==> src/rtl/answer_checker_result_timer.sv <==
// Result hold timer: loads CYCLES, counts down to zero, and flags the last
// held cycle so the controller leaves its SHOW state on that edge.
module result_timer #(
  parameter int unsigned CYCLES = 4
) (
  input  logic clk,
  input  logic rst,
  input  logic load,
  output logic done
);

  logic [3:0] count_q;
  logic [3:0] count_d;

  always_comb begin
    count_d = count_q;
    if (load) begin
      count_d = 4'(CYCLES);
    end else if (count_q != 4'd0) begin
      count_d = count_q - 4'd1;
    end
  end

  always_ff @(posedge clk) begin
    if (rst) begin
      count_q <= 4'd0;
    end else begin
      count_q <= count_d;
    end
  end

  assign done = (count_q == 4'd1);

endmodule

==> config.mk <==
export PLATFORM = sky130hd
export DESIGN_NAME = result_timer
export DESIGN_NICKNAME = d
export VERILOG_FILES = /design/src/rtl/answer_checker_result_timer.sv
export SDC_FILE = /design/constraint.sdc
export NUM_CORES = 1
export LEC_CHECK = 0
export ABC_AREA = 1
export CAP_MARGIN = 20
export CORE_AREA = 2 2 39 41
export CTS_BUF_LIST = sky130_fd_sc_hd__clkbuf_16
export DETAILED_ROUTE_END_ITERATION = 12
export DIE_AREA = 0 0 41 43
export HOLD_SLACK_MARGIN = 0.05
export PLACE_DENSITY = 0.45
export REMOVE_ABC_BUFFERS = 1
export SYNTH_ARGS = -nofsm -noshare
export SYNTH_HDL_FRONTEND = slang
export SYNTH_SLANG_ARGS = --single-unit
==> constraint.sdc <==
create_clock -name clk -period 1.22 [get_ports clk]
set_clock_uncertainty 0.1 [all_clocks]
set_input_delay 0.305 -clock clk [delete_from_list [all_inputs] [get_ports clk]]
set_output_delay 0.305 -clock clk [all_outputs]
set_load 0.1 [all_outputs]
==> results_dict.tcl <==
set metrics [dict create \
    whs_ps 519 \
    synth-simple-area-share 0.397 \
    setup_slack_ps -312 \
    cts_made_buffers 3 \
    grt_pass1_vias 269 \
    gr-total-overflow 0 \
    clk_path_buf_depth 2 \
    crit_type "flop to output pin" \
    die_h_um 43 \
    r2r_end "count_q[0]" \
    root_buffer "clkbuf_16" \
    synthMuxAreaShare 0 \
    drt_iter0_drc 0 \
    yosysSeqAreaShare 0.322 \
    p_leak_nw 0.222 \
    maxCapViolCount 0 \
    hold_class "flop to flop" \
    htreeDepth 1 \
    layout_min_cycle_time_ps 1530 \
    drive_gt1_frac 0.479 \
    holdCritStartpoint "count_q[3]" \
    async_flop_share 0 \
    syn_area_sq_um 249 \
    antenna_found_initial 0 \
    setup_viol 1 \
    status "finished, violations left" \
    violations "setup timing" \
    core.rowCount 14 \
    regMostFlops "count_q" \
    timing.rr.start "count_q[0]" \
    die_w_um 41 \
    clock_latency_ps 220 \
    crit_chain "inv_2 -> ha_4 -> nor3b_4 -> buf_12" \
    syn_area_per_cell_sq_um 7.11 \
    synthMostInstantiatedCell "nand2_1" \
    maxSlewHeadroom 0.862 \
    start_util 0.180 \
    grt_max_degree 6 \
    wire_per_inst_um 8.77 \
    largestRegisters "count_q x4" \
    report.power.total_w 0.000866 \
    vias_per_cell 3.89 \
    ff2ff_setup_slack_ps 40 \
    grt_usage 0.0874 \
    wirelength_um 561 \
    fin_area_sq_um 494 \
    die_area_sq_um 1760 \
    drc 0 \
    dr_total_vias 249 \
    synth_top_family_by_area "simple AND/OR/NAND/NOR gates" \
    cts_hold_buf 0 \
    cpMaxStageDelayCell "dfxtp_2" \
    synthAdderAreaFrac 0.151 \
    ys_ff_latch 4 \
    rr_worst_depth 6 \
    tightest_slew_ps 206 \
    largest_reg_flops 4 \
    clkTransAtPathRegs_ps 30 \
    io_buffers 3 \
    slew_viol_final 0 \
    start_kind "flop" \
    worstPathMaxFanout 2 \
    synth_top_cell_area_share 0.322 \
    tritoncts "done" \
    slowest_delay_ps 310 \
    grt_pass1_wl_um 945 \
    hold_end "count_q[3]" \
    rsz0062_at_grt "yes" \
    ioPinCount 4 \
    cp_top_family "flip-flops" \
    worst_ep_required_time_ps 810 \
    area_growth_pct 98.5 \
    setup.worst_path.end_class "output pin" \
    synthXorXnorAreaFrac 0 \
    firstDrtPassIters 1 \
    finalCritPeriodShare 1.26 \
    nNetsFinal 56 \
    yosys-top-cells-area "dfxtp_1, ha_1, nand2_1" \
    fmax_ghz 0.653 \
    synthCells 35 \
    gp_congestion 0.751 \
    ant_nets 0 \
    crit_arrival_ps 1130 \
    hold_violations 0 \
    synth-edff-count 0 \
    synth_commonest_cells "nand2_1, nor2_1, dfxtp_1, inv_1, ha_1" \
    cts.sink_count 4 \
    power.density_nw_per_um2 1750 \
    yosysTopAreaCell "dfxtp_1" \
    dpl_cell_area_sq_um 362 \
    crit_buf_inv 2 \
    min_path_cells 3 \
    ys.flop_type "dfxtp_1" \
    core_sq_um 1380 \
    ys_types 12 \
    peakVddDrop_mv 0.839 \
    diodes 0 \
    synth-compound-area-share 0.0402 \
    yosys_warnings 0 \
]
## area by class of cell
cell class                 count  area [sq um]
inverter                       6          25.0
fill                         146           890
multi-input combinational     25           199
timing repair buffer          10          92.6
sequential                     4          82.6
tap                           16          20.0
clock buffer                   3          75.1
## report_power, final
| part | internal [W] | total [W] | switching, W | leakage [nW] |
|---|---|---|---|---|
| registers | 0.000146 | 0.000158 | 0.0000114 | 0.0337 |
| clock network | 0.000418 | 0.000504 | 0.0000857 | 0.0370 |
| logic | 0.0000986 | 0.000205 | 0.000106 | 0.152 |
| total | 0.000663 | 0.000866 | 0.000203 | 0.222 |
## metal layers
metal	up-vias	routed length (um)	part of all wire	GRT usage
met5	-	0	0	0
met4	0	0	0	0.0800
met3	0	8	0.014	0.0471
met2	1	344	0.61	0.147
met1	115	208	0.37	0.0613
li1	133	-	-	-
## worst reg2reg max path: stages (launching register included)
cell and delay, ps:
dfxtp_2 320, buf_4 140, inv_4 80, ha_4 150
nand3_4 80, and2_1 140, nor2_1 100
## cell families (layout without fill, tap and decap cells)
family	count (synthesis)	count (layout)
flops	4	4
compound gates	2	2
simple gates	20	20
buf+inv	6	19
fa+ha+maj	3	3
## worst max-delay path by stage
| stage | slack (ps) | startpoint | cells after the start | end |
|---|---|---|---|---|
| after floorplan | -1890 | count_q[1] | 3 | done |
| after global placement | -170 | count_q[1] | 5 | done |
| after detailed placement | -190 | count_q[1] | 5 | done |
| after CTS | -310 | count_q[1] | 4 | done |
| after global routing | -360 | count_q[1] | 4 | done |
| final | -310 | count_q[1] | 4 | done |
## what timing repair did
item,in CTS,in global routing
setup endpoints to repair,3,4
pin swaps,1,4
setup buffers,1,0
gates resized for setup,11,3
## cell usage in the layout, fill, tap and decap left out, types with 2 or more instances in the layout
master / synthesis / routed
nor2_1: 5 / 5
nand2_1: 10 / 10
ha_4: 0 / 3
clkdlybuf4s50_1: 0 / 2
inv_1: 4 / 2
dfxtp_1: 4 / 2
clkbuf_16: 0 / 3
inv_2: 2 / 3
buf_4: 0 / 7
dfxtp_2: 0 / 2
## per-stage QoR
| step | setup TNS [ps] | worst slack (ps) | utilization | cells |
|---|---|---|---|---|
| floorplan | -1890 | -1890 | - | 35 |
| detailed placement | -371 | -186 | 0.261 | 61 |
| finish | -312 | -312 | 0.357 | 64 |
| global route | -415 | -361 | 0.357 | 64 |
| global placement | -422 | -173 | 0.261 | 61 |
| CTS | -313 | -313 | 0.346 | 64 |
Note: power is estimated with default switching activity, not from simulation.
